## config.mk

```make
export PLATFORM = sky130hd
export DESIGN_NAME = game_flow_controller
export DESIGN_NICKNAME = d
export VERILOG_FILES = /design/src/rtl/game_pkg.sv /design/src/rtl/bcd_score_accum.sv /design/src/rtl/game_flow_controller.sv
export SDC_FILE = /design/constraint.sdc
export NUM_CORES = 1
export LEC_CHECK = 0
export CAP_MARGIN = 20
export CORE_ASPECT_RATIO = 1.75
export CORE_MARGIN = 8
export CORE_UTILIZATION = 50
export DETAILED_ROUTE_END_ITERATION = 12
export PLACE_DENSITY = 0.78
export SYNTH_ARGS = -nofsm -noshare
export SYNTH_HDL_FRONTEND = slang
export SYNTH_SLANG_ARGS = --single-unit
```

## constraint.sdc

```tcl
create_clock -name Clk -period 9.5 [get_ports Clk]
set_input_delay 0.95 -clock Clk [delete_from_list [all_inputs] [get_ports Clk]]
set_output_delay 0.95 -clock Clk [all_outputs]
set_load 0.1 [all_outputs]
```

## src/rtl/game_pkg.sv

```systemverilog
// rtl/game_pkg.sv - shared state encoding, point values and score limit for the game sequencer
`timescale 1ns/1ps
package game_pkg;

  typedef enum logic [3:0] {
    ST_START = 4'd0,
    ST_PLAY  = 4'd1,
    ST_WIN   = 4'd2,
    ST_OVER  = 4'd3
  } game_state_t;

  // Points per kill, counted in tens (the units digit is never touched).
  localparam logic [1:0] PTS_TOP = 2'd3;
  localparam logic [1:0] PTS_MID = 2'd2;
  localparam logic [1:0] PTS_LOW = 2'd1;

  localparam logic [15:0] SCORE_MAX = 16'h9999;

  // Rows 0-1 are the top invaders, 4-5 the bottom ones; 6-7 are not real rows.
  function automatic logic [1:0] row_points(input logic [2:0] row);
    logic [1:0] pts;
    case (row)
      3'd0, 3'd1: pts = PTS_TOP;
      3'd2, 3'd3: pts = PTS_MID;
      3'd4, 3'd5: pts = PTS_LOW;
      default:    pts = 2'd0;
    endcase
    return pts;
  endfunction

endpackage

```

## src/rtl/bcd_score_accum.sv

```systemverilog
// rtl/bcd_score_accum.sv - four-digit BCD score register with tens-digit add and 9999 saturation
`timescale 1ns/1ps
module bcd_score_accum
  import game_pkg::*;
(
  input  logic        Clk,
  input  logic        Reset_n,
  input  logic        clear,
  input  logic        add_en,
  input  logic [1:0]  tens_in,
  output logic [15:0] score_bcd
);

  logic [15:0] r_score;
  logic [4:0]  w_t_sum;
  logic [4:0]  w_h_sum;
  logic [4:0]  w_k_sum;
  logic        w_t_c;
  logic        w_h_c;
  logic        w_k_ovf;
  logic [3:0]  w_t_dig;
  logic [3:0]  w_h_dig;
  logic [15:0] w_next;

  // Ripple the tens addition through hundreds and thousands; a thousands overflow pins the score.
  always_comb begin
    w_t_sum = {1'b0, r_score[7:4]} + {3'b000, tens_in};
    w_t_c   = (w_t_sum > 5'd9);
    w_t_dig = w_t_c ? 4'(w_t_sum - 5'd10) : w_t_sum[3:0];
    w_h_sum = {1'b0, r_score[11:8]} + {4'b0000, w_t_c};
    w_h_c   = (w_h_sum > 5'd9);
    w_h_dig = w_h_c ? 4'd0 : w_h_sum[3:0];
    w_k_sum = {1'b0, r_score[15:12]} + {4'b0000, w_h_c};
    w_k_ovf = (w_k_sum > 5'd9);
    if (w_k_ovf) begin
      w_next = SCORE_MAX;
    end else begin
      w_next = {w_k_sum[3:0], w_h_dig, w_t_dig, r_score[3:0]};
    end
  end

  // Clear has priority; otherwise accumulate when a kill is reported.
  always_ff @(posedge Clk or negedge Reset_n) begin
    if (!Reset_n) begin
      r_score <= 16'h0000;
    end else if (clear) begin
      r_score <= 16'h0000;
    end else if (add_en) begin
      r_score <= w_next;
    end
  end

  assign score_bcd = r_score;

endmodule

```

## src/rtl/game_flow_controller.sv

```systemverilog
// rtl/game_flow_controller.sv - start/play/win/over sequencer with lives, invincibility blink and scoring
`timescale 1ns/1ps
module game_flow_controller
  import game_pkg::*;
#(
  parameter int START_LIVES    = 3,
  parameter int INVULN_FRAMES  = 120,
  parameter int FLASH_HALF     = 8,
  parameter int HOLDOFF_FRAMES = 60
) (
  input  logic        Clk,
  input  logic        Reset_n,
  input  logic        frame_tick,
  input  logic        key_space,
  input  logic        player_hit,
  input  logic        enemy_killed,
  input  logic [2:0]  kill_row,
  input  logic        wave_cleared,
  input  logic        enemies_landed,
  output logic [3:0]  state,
  output logic [2:0]  player_lives,
  output logic        player_unkillable,
  output logic        player_flash,
  output logic [15:0] score_bcd,
  output logic        new_game,
  output logic        new_wave
);

  localparam int INV_W = $clog2(INVULN_FRAMES + 1);
  localparam int PH_W  = $clog2(FLASH_HALF + 1);
  localparam int HO_W  = $clog2(HOLDOFF_FRAMES + 1);

  localparam logic [2:0]       LIVES_INIT = 3'(START_LIVES);
  localparam logic [INV_W-1:0] INV_LOAD   = INV_W'(INVULN_FRAMES);
  localparam logic [PH_W-1:0]  PH_LAST    = PH_W'(FLASH_HALF - 1);
  localparam logic [HO_W-1:0]  HOLD_LOAD  = HO_W'(HOLDOFF_FRAMES);

  game_state_t       r_state;
  logic [2:0]        r_lives;
  logic              r_unk;
  logic              r_flash;
  logic              r_new_game;
  logic              r_new_wave;
  logic [INV_W-1:0]  r_inv_cnt;
  logic [PH_W-1:0]   r_phase;
  logic [HO_W-1:0]   r_hold;
  logic              r_space_d;

  logic              w_press;
  logic              w_hit;
  logic              w_fatal;
  logic              w_score_clear;
  logic              w_score_add;
  logic [1:0]        w_points;
  logic [15:0]       w_score;

  assign w_press       = key_space & ~r_space_d;
  assign w_hit         = player_hit & ~r_unk;
  assign w_fatal       = w_hit & (r_lives <= 3'd1);
  assign w_score_clear = (r_state == ST_START) & w_press;
  assign w_score_add   = (r_state == ST_PLAY) & enemy_killed;
  assign w_points      = row_points(kill_row);

  bcd_score_accum u_score (
    .Clk       (Clk),
    .Reset_n   (Reset_n),
    .clear     (w_score_clear),
    .add_en    (w_score_add),
    .tens_in   (w_points),
    .score_bcd (w_score)
  );

  // Game sequencer: state, lives, invincibility/blink, holdoff and one-cycle pulses.
  always_ff @(posedge Clk or negedge Reset_n) begin
    if (!Reset_n) begin
      r_state    <= ST_START;
      r_lives    <= LIVES_INIT;
      r_unk      <= 1'b0;
      r_flash    <= 1'b0;
      r_new_game <= 1'b0;
      r_new_wave <= 1'b0;
      r_inv_cnt  <= '0;
      r_phase    <= '0;
      r_hold     <= '0;
      r_space_d  <= 1'b0;
    end else begin
      r_space_d  <= key_space;
      r_new_game <= 1'b0;
      r_new_wave <= 1'b0;
      case (r_state)
        ST_START: begin
          if (w_press) begin
            r_state    <= ST_PLAY;
            r_lives    <= LIVES_INIT;
            r_unk      <= 1'b0;
            r_flash    <= 1'b0;
            r_inv_cnt  <= '0;
            r_phase    <= '0;
            r_new_game <= 1'b1;
          end
        end
        ST_PLAY: begin
          // Invincibility countdown; the last tick drops both unkillable and the blink.
          if (r_unk && frame_tick) begin
            if (r_inv_cnt == INV_W'(1)) begin
              r_unk     <= 1'b0;
              r_flash   <= 1'b0;
              r_inv_cnt <= '0;
              r_phase   <= '0;
            end else begin
              r_inv_cnt <= r_inv_cnt - INV_W'(1);
              if (r_phase == PH_LAST) begin
                r_phase <= '0;
                r_flash <= ~r_flash;
              end else begin
                r_phase <= r_phase + PH_W'(1);
              end
            end
          end
          if (enemies_landed || w_fatal) begin
            r_state   <= ST_OVER;
            r_lives   <= 3'd0;
            r_hold    <= HOLD_LOAD;
            r_unk     <= 1'b0;
            r_flash   <= 1'b0;
            r_inv_cnt <= '0;
            r_phase   <= '0;
          end else begin
            if (w_hit) begin
              r_lives   <= r_lives - 3'd1;
              r_inv_cnt <= INV_LOAD;
              r_unk     <= 1'b1;
              r_phase   <= '0;
              r_flash   <= 1'b1;
            end
            // Entering WIN overrides any invincibility the same-cycle hit just started.
            if (wave_cleared) begin
              r_state   <= ST_WIN;
              r_hold    <= HOLD_LOAD;
              r_unk     <= 1'b0;
              r_flash   <= 1'b0;
              r_inv_cnt <= '0;
              r_phase   <= '0;
            end
          end
        end
        ST_WIN: begin
          if (w_press && (r_hold == '0)) begin
            r_state    <= ST_PLAY;
            r_new_wave <= 1'b1;
          end else if (frame_tick && (r_hold != '0)) begin
            r_hold <= r_hold - HO_W'(1);
          end
        end
        ST_OVER: begin
          if (w_press && (r_hold == '0)) begin
            r_state <= ST_START;
          end else if (frame_tick && (r_hold != '0)) begin
            r_hold <= r_hold - HO_W'(1);
          end
        end
        default: begin
          r_state <= ST_START;
        end
      endcase
    end
  end

  a_start_lives_range: assert property (@(posedge Clk) (START_LIVES >= 1) && (START_LIVES <= 7));

  assign state             = r_state;
  assign player_lives      = r_lives;
  assign player_unkillable = r_unk;
  assign player_flash      = r_flash;
  assign score_bcd         = w_score;
  assign new_game          = r_new_game;
  assign new_wave          = r_new_wave;

endmodule
```

==> qor.yml, run 1 <==
clocking:
  clock_path_buffers: 2
  cts_buffers: 5
  h-tree-depth: 2
  cts_hold_buf: 0
  cts_setup_buffers: 0
  clk_latency_ns: 0.29
  cts_root_buf: "clkbuf_8"
  cts_sinks: 40
  cts_tree: "yes"
  post_cts_resize_count: 0
  clk_pin_slew_ns: 0.07
timing:
  finClkSkew_ns: 0.00226
  setup_viol: 0
  setup_tns_ns: 0
  fmax_mhz: 201
  fin_ws_ns: 4.53
  rsz0062_at_grt: "no"
  finalCriticalPeriod_ns: 4.97
  worst_pin_slew_ns: 1.00
  drv_slew: 0
  period_share: 0.523
  finalHoldViolCount: 0
  max_slew_margin: 0.331
  whs_ns: 0.494
pwr:
  p_per_area_nw_per_um2: 293
  cellLeakagePower_nw: 1.24
  p_clk_frac: 0.138
  intPower_mw: 0.401
  p_total_mw: 0.840
  seq_power_share: 0.312
  max-vdd-ir-drop_mv: 0.214
  p_sw_mw: 0.439
  pwr-share-comb: 0.551
  p_sw_frac: 0.523
yosys:
  synth_compound_gate_area_share: 0.239
  yosysTopAreaCellShare: 0.385
  synthFlopType: "dfrtp_1"
  synth_xor_area_frac: 0.0248
  synth_edf_count: 0
  synth-seq-area-share: 0.406
  synthCells: 268
  synth_top_family_by_area: "compound AO/OA/AOI/OAI gates"
  syn-cell-area_um2: 2470
  muxShareOfSynthArea: 0.00811
  async_flop_share: 1.00
  yosys_warnings: 0
  synth_seq_cells: 40
  yosys.area.top_type: "dfrtp_1"
  ys_types: 59
  synth_adder_area_share: 0.0740
  synthSimpleGateAreaFrac: 0.174
  avgSynthCellArea_um2: 9.22
  synth.top_cells.by_area: "dfrtp_1 39%, ha_1 6.6%, o21ai_0 4.1%"
floorplan:
  die_w_um: 69.1
  die_area_um2: 7530
  design.core.area_um2: 4850
  ios: 38
  num_rows: 34
  start_util: 0.509
  die_h_um: 109
placed_design:
  dp_worst_setup_slack_ns: 4.22
  portBuffers: 32
  dp_hpwl_mm: 4.18
  place_congestion: 0.882
  detailed_place.area_um2: 2780
  placedCellCount: 345
detailed_routing:
  drtIter0Drc: 125
  drt-met1-wl_mm: 2.20
  routed.top_layer: "met4"
  drt_wl_total_mm: 5.52
  post_drt_wl_per_cell_um: 15.6
  met2_length_mm: 2.88
  routed_via_density: 5.92
  ant_nets: 0
  via_count: 2089
  route.detailed.drc: 0
  wl_met3_um: 280
  drt-pass1-iter-count: 4
global_routing:
  grt_max_degree: 41
  grt_pass1_wl_mm: 9.23
  antenna_found_initial: 0
  grt_use_total: 0.149
  overflow: 0
  grt_pass1_vias: 2032
layout:
  diodes: 0
  final_util: 0.592
  nets: 323
  syn2layout_area_growth_pct: 16.2
  fin_area_um2: 2870
  drive_gt1_frac: 0.0769
  num-fill-cells: 423
  stdcell_count: 353
critical_path:
  r2r_start: "u_score.score_bcd[4]"
  r2r_slack_ns: 5.23
  cp.arrival_ns: 5.18
  ff2ff_path_depth: 17
  required_ns: 9.71
  critPathCaptureType: "flop"
  endpoint: "u_score.score_bcd[6]"
  r2r_end: "u_score.score_bcd[6]"
  cp-startpoint: "kill_row[1]"
  path_class: "in2reg"
  crit_fanout: 9
  startpoint_type: "input port"
min_path:
  hold_class: "reg2reg"
  worstHoldPathCells: 1
run_status:
  status: "complete, no violations"
job:
  maxCapViolCount: 0
## synthesized netlist by cell type, types with 2 or more instances
master and instances:
dfrtp_1 38, inv_1 25, o21ai_0 20, a21oi_1 19, nand2_1 18, nor2_1 17, ha_1 13, a31oi_1 8
nand2b_1 7, nand3_1 7, buf_4 6, nor2b_1 6, nor3_1 5, or3_1 5, nor4_1 4, o22ai_1 4
xnor2_1 4, a22o_1 3, o2bb2ai_1 3, o31ai_1 3, xor2_1 3, a21o_1 2, and2_1 2, buf_2 2
buf_6 2, clkbuf_1 2, dfstp_2 2, mux2i_1 2, nand4_1 2, o21ai_2 2, o22a_1 2, o41ai_1 2
or2_2 2
## per-layer routing
metal,track usage,vias to the layer above
li1,-,1014
met1,0.151,1006
met2,0.269,59
met3,0.0373,10
met4,0.0884,0
met5,0,-
## cells by family after synthesis
logic type                 count (synthesis)
AOI/OAI and AO/OA                         84
and+or+nand+nor                           83
DFF                                       40
buffers and inverters                     37
adders and majority gates                 14
xor gates and xnor gates                   7
muxes                                      2
other                                      1
## cell usage in the layout, fill, tap and decap left out, types with 2 or more instances in the layout
cell type         n
clkbuf_1          2
clkbuf_8          6
nand4_1           2
a22o_1            3
inv_1            25
a31oi_1           8
xnor2_1           4
nand2_1          18
dfrtp_1          38
nor4_1            4
ha_1             13
a21oi_1          19
o21ai_0          20
nor2b_1           6
conb_1            4
nand3_1           7
o41ai_1           2
dfstp_2           2
nor3_1            5
o21ai_2           2
xor2_1            3
or3_1             5
nor2_1           17
o2bb2ai_1         3
a21o_1            2
o22ai_1           4
o31ai_1           3
clkdlybuf4s50_1  31
or2_2             2
and2_1            2
o22a_1            2
mux2i_1           2
nand2b_1          7
## critical path: stages
cell and delay, ns:
clkdlybuf4s50_1 0.39, inv_1 0.06, ha_1 0.16, inv_1 0.05, fa_1 0.50, mux2i_1 0.19
nand2_1 0.06, o221a_2 0.17, ha_1 0.22, ha_1 0.32, o22a_1 0.21, o22a_1 0.23
ha_1 0.25, ha_1 0.31, or2_2 0.27, a21oi_1 0.25, o21ai_2 0.18, o31a_1 0.28
o22ai_1 0.12
## registers in the layout, indices dropped and copies added (netlist names)
register	count
r_space_d	1
state	2
player_flash	1
new_game	1
player_lives	3
r_hold	6
new_wave	1
r_phase	4
player_unkillable	1
u_score.score_bcd	13
r_inv_cnt	7
## power by group through the flow
stage | logic, mW | registers, mW | clock network, mW
after floorplan | 0.205 | 0.428 | 0
after global placement | 0.457 | 0.264 | 0
after detailed placement | 0.465 | 0.264 | 0
after CTS | 0.466 | 0.261 | 0.123
after global routing | 0.496 | 0.269 | 0.128
final | 0.462 | 0.262 | 0.116
## worst min-delay path by stage
stage	startpoint	endpoint
after global placement	r_phase[3]	r_phase[3]
final	r_phase[3]	r_phase[3]
after detailed placement	r_phase[3]	r_phase[3]
after floorplan	r_inv_cnt[5]	r_inv_cnt[5]
after global routing	r_phase[3]	r_phase[3]
after CTS	r_phase[3]	r_phase[3]
## final cells by class
| type | instances | area, um2 | share of cell area |
|---|---|---|---|
| multi-input combinational | 194 | 1300 | 0.453 |
| sequential | 40 | 1000 | 0.350 |
| timing repair buffer | 32 | 315 | 0.110 |
| inverter | 25 | 93.8 | 0.0327 |
| clock buffer | 8 | 90.1 | 0.0314 |
| tap | 54 | 67.6 | 0.0235 |
(Power assumes the default switching activity.)
==> run 2, diff against run 1 <==
--- a/config.mk
+++ b/config.mk
@@ -8,9 +8,9 @@
 export CAP_MARGIN = 20
 export CORE_ASPECT_RATIO = 1.75
 export CORE_MARGIN = 8
-export CORE_UTILIZATION = 50
+export CORE_UTILIZATION = 49
 export DETAILED_ROUTE_END_ITERATION = 12
-export PLACE_DENSITY = 0.78
+export PLACE_DENSITY = 0.8
 export SYNTH_ARGS = -nofsm -noshare
 export SYNTH_HDL_FRONTEND = slang
 export SYNTH_SLANG_ARGS = --single-unit
==> constraint.sdc (replaced) <==
create_clock -name Clk -period 4.3 [get_ports Clk]
set_input_delay 0.43 -clock Clk [delete_from_list [all_inputs] [get_ports Clk]]
set_output_delay 0.43 -clock Clk [all_outputs]
set_load 0.1 [all_outputs]
==> qor.yml, run 2 (synthesized netlist as in run 1, its figures left out) <==
timing:
  whs_ns: 0.256  # was 0.494 ns
  rsz0062_at_grt: "no"  # unchanged
  finalHoldViolCount: 0  # unchanged
  worst_pin_slew_ns: 0.998  # was 1.00 ns
  fmax_mhz: 246
  drv_slew: 0  # unchanged
  period_share: 0.946
  finClkSkew_ns: 0.00893  # was 0.00226 ns
  setup_viol: 0  # unchanged
  finalCriticalPeriod_ns: 4.07
  max_slew_margin: 0.333  # was 0.331
floorplan:
  num_rows: 34  # unchanged
  die_h_um: 110  # was 109 um
  design.core.area_um2: 4930  # was 4850 um2
  die_area_um2: 7660  # was 7530 um2
  die_w_um: 69.7  # was 69.1 um
  start_util: 0.501  # was 0.509
  ios: 38  # unchanged
clocking:
  cts_hold_buf: 0  # unchanged
  clk_pin_slew_ns: 0.08  # was 0.07 ns
  cts_sinks: 40  # unchanged
  post_cts_resize_count: 0  # unchanged
  clock_path_buffers: 2  # unchanged
  clk_latency_ns: 0.29  # about the same
  h-tree-depth: 2  # unchanged
  cts_tree: "yes"  # unchanged
  cts_root_buf: "clkbuf_8"  # unchanged
  cts_buffers: 5  # unchanged
  cts_setup_buffers: 0  # unchanged
detailed_routing:
  drtIter0Drc: 100  # was 125
  post_drt_wl_per_cell_um: 15.8  # was 15.6 um
  drt_wl_total_mm: 5.72  # was 5.52 mm
  ant_nets: 0  # unchanged
  drt-pass1-iter-count: 4  # unchanged
  routed_via_density: 5.94  # was 5.92
  route.detailed.drc: 0  # unchanged
  via_count: 2152  # was 2089
global_routing:
  overflow: 0  # unchanged
  grt_pass1_vias: 2168  # was 2032
  grt_max_degree: 41  # unchanged
  grt_pass1_wl_mm: 9.70  # was 9.23 mm
  grt_use_total: 0.153  # was 0.149
  antenna_found_initial: 0  # unchanged
placed_design:
  place_congestion: 0.855  # was 0.882
  dp_hpwl_mm: 4.38  # was 4.18 mm
  placedCellCount: 355  # was 345
  portBuffers: 32  # unchanged
pwr:
  max-vdd-ir-drop_mv: 0.602  # was 0.214 mV
  cellLeakagePower_nw: 1.29  # was 1.24 nW
  p_per_area_nw_per_um2: 640  # was 293 nW/um2
layout:
  num-fill-cells: 458  # was 423
  largest_reg_flops: 13  # unchanged
  final_cell_mix: "36 x dfrtp_1, 31 x clkdlybuf4s50_1, 25 x inv_1"  # was 38 x dfrtp_1, 31 x clkdlybuf4s50_1, 25 x inv_1
  stdcell_count: 362  # was 353
  nets: 333  # was 323
  final_common_cell: "dfrtp_1"  # unchanged
  drive_gt1_frac: 0.123  # was 0.0769
  syn2layout_area_growth_pct: 19.3  # was 16.2%
  diodes: 0  # unchanged
  final_util: 0.597  # was 0.592
critical_path:
  critPathCaptureType: "flop"  # unchanged
  required_ns: 4.51  # was 9.71 ns
  cp.arrival_ns: 4.28  # was 5.18 ns
  startpoint_type: "input port"  # unchanged
  path_class: "in2reg"  # unchanged
  crit_fanout: 7  # was 9
run_status:
  status: "complete, no violations"  # unchanged
job:
  maxCapViolCount: 0  # unchanged
min_path:
  hold_class: "in2async"  # was reg2reg
-- run 2: cell count changes in the layout (fill, tap and decap cells not counted), sizes merged --
cell,previous run,this run
clkinv,0,1
clkinvlp,0,1
buf,1,11
clkbuf,8,5
-- run 2: layout make-up --
type	instances	area [um2]	area share
inverter	25	93.8	0.0318
multi-input combinational	194	1310	0.443
tap	54	67.6	0.0229
timing repair buffer	42	390	0.132
sequential	40	1010	0.342
clock inverter	2	12.5	0.00425
clock buffer	5	68.8	0.0234
-- run 2: layer usage --
metal / share of wire / track usage / vias to the layer above
met5: 0 / 0 / -
met4: 0.040 / 0.102 / 0
met3: 0.044 / 0.0370 / 18
met2: 0.53 / 0.282 / 58
met1: 0.39 / 0.148 / 1044
li1: - / - / 1032
-- run 2: path summary, 6_finish.rpt --
check / slack [ns] / cells past startpoint / startpoint / to
max in group asynchronous: 3.39 / 1 / Reset_n / u_score.score_bcd[4]
setup reg to reg: 0.36 / 16 / u_score.score_bcd[4] / u_score.score_bcd[6]
min in group Clk: 0.51 / 1 / r_phase[3] / r_phase[3]
hold reg to reg: 0.51 / 1 / r_phase[3] / r_phase[3]
hold / removal: 0.26 / 1 / Reset_n / u_score.score_bcd[5]
setup / recovery: 0.23 / 17 / kill_row[2] / u_score.score_bcd[6]
-- run 2: metrics by stage --
step | area, um2 | total power, mW | setup WS [ns] | TNS [ns]
4_1_cts | 2940 | 1.90 | 0.134 | 0
2_1_floorplan | 2490 | 1.40 | 0.0399 | 0
5_1_grt | 2950 | 2.00 | 0.0169 | 0
3_3_place_gp | 2860 | 1.62 | -0.0735 | -0.235
6_report | 2950 | 1.89 | 0.234 | 0
3_5_place_dp | 2860 | 1.65 | -0.172 | -0.795
-- run 2: critical path, cell delays in order --
cell and delay [ns]:
clkdlybuf4s50_1 0.51, inv_1 0.05, ha_1 0.26, a21oi_1 0.20, nor2_1 0.07, o221a_2 0.29, ha_1 0.21, ha_1 0.31
o22a_1 0.20, o22a_1 0.19, ha_1 0.22, ha_1 0.31, or2_2 0.29, a21oi_2 0.18, o21ai_2 0.14, o31a_1 0.28
o22ai_1 0.12
-- run 2: where the power goes --
group          internal [mW]  switching [mW]
combinational          0.307           0.747
clock                  0.110           0.136
sequential             0.475           0.111
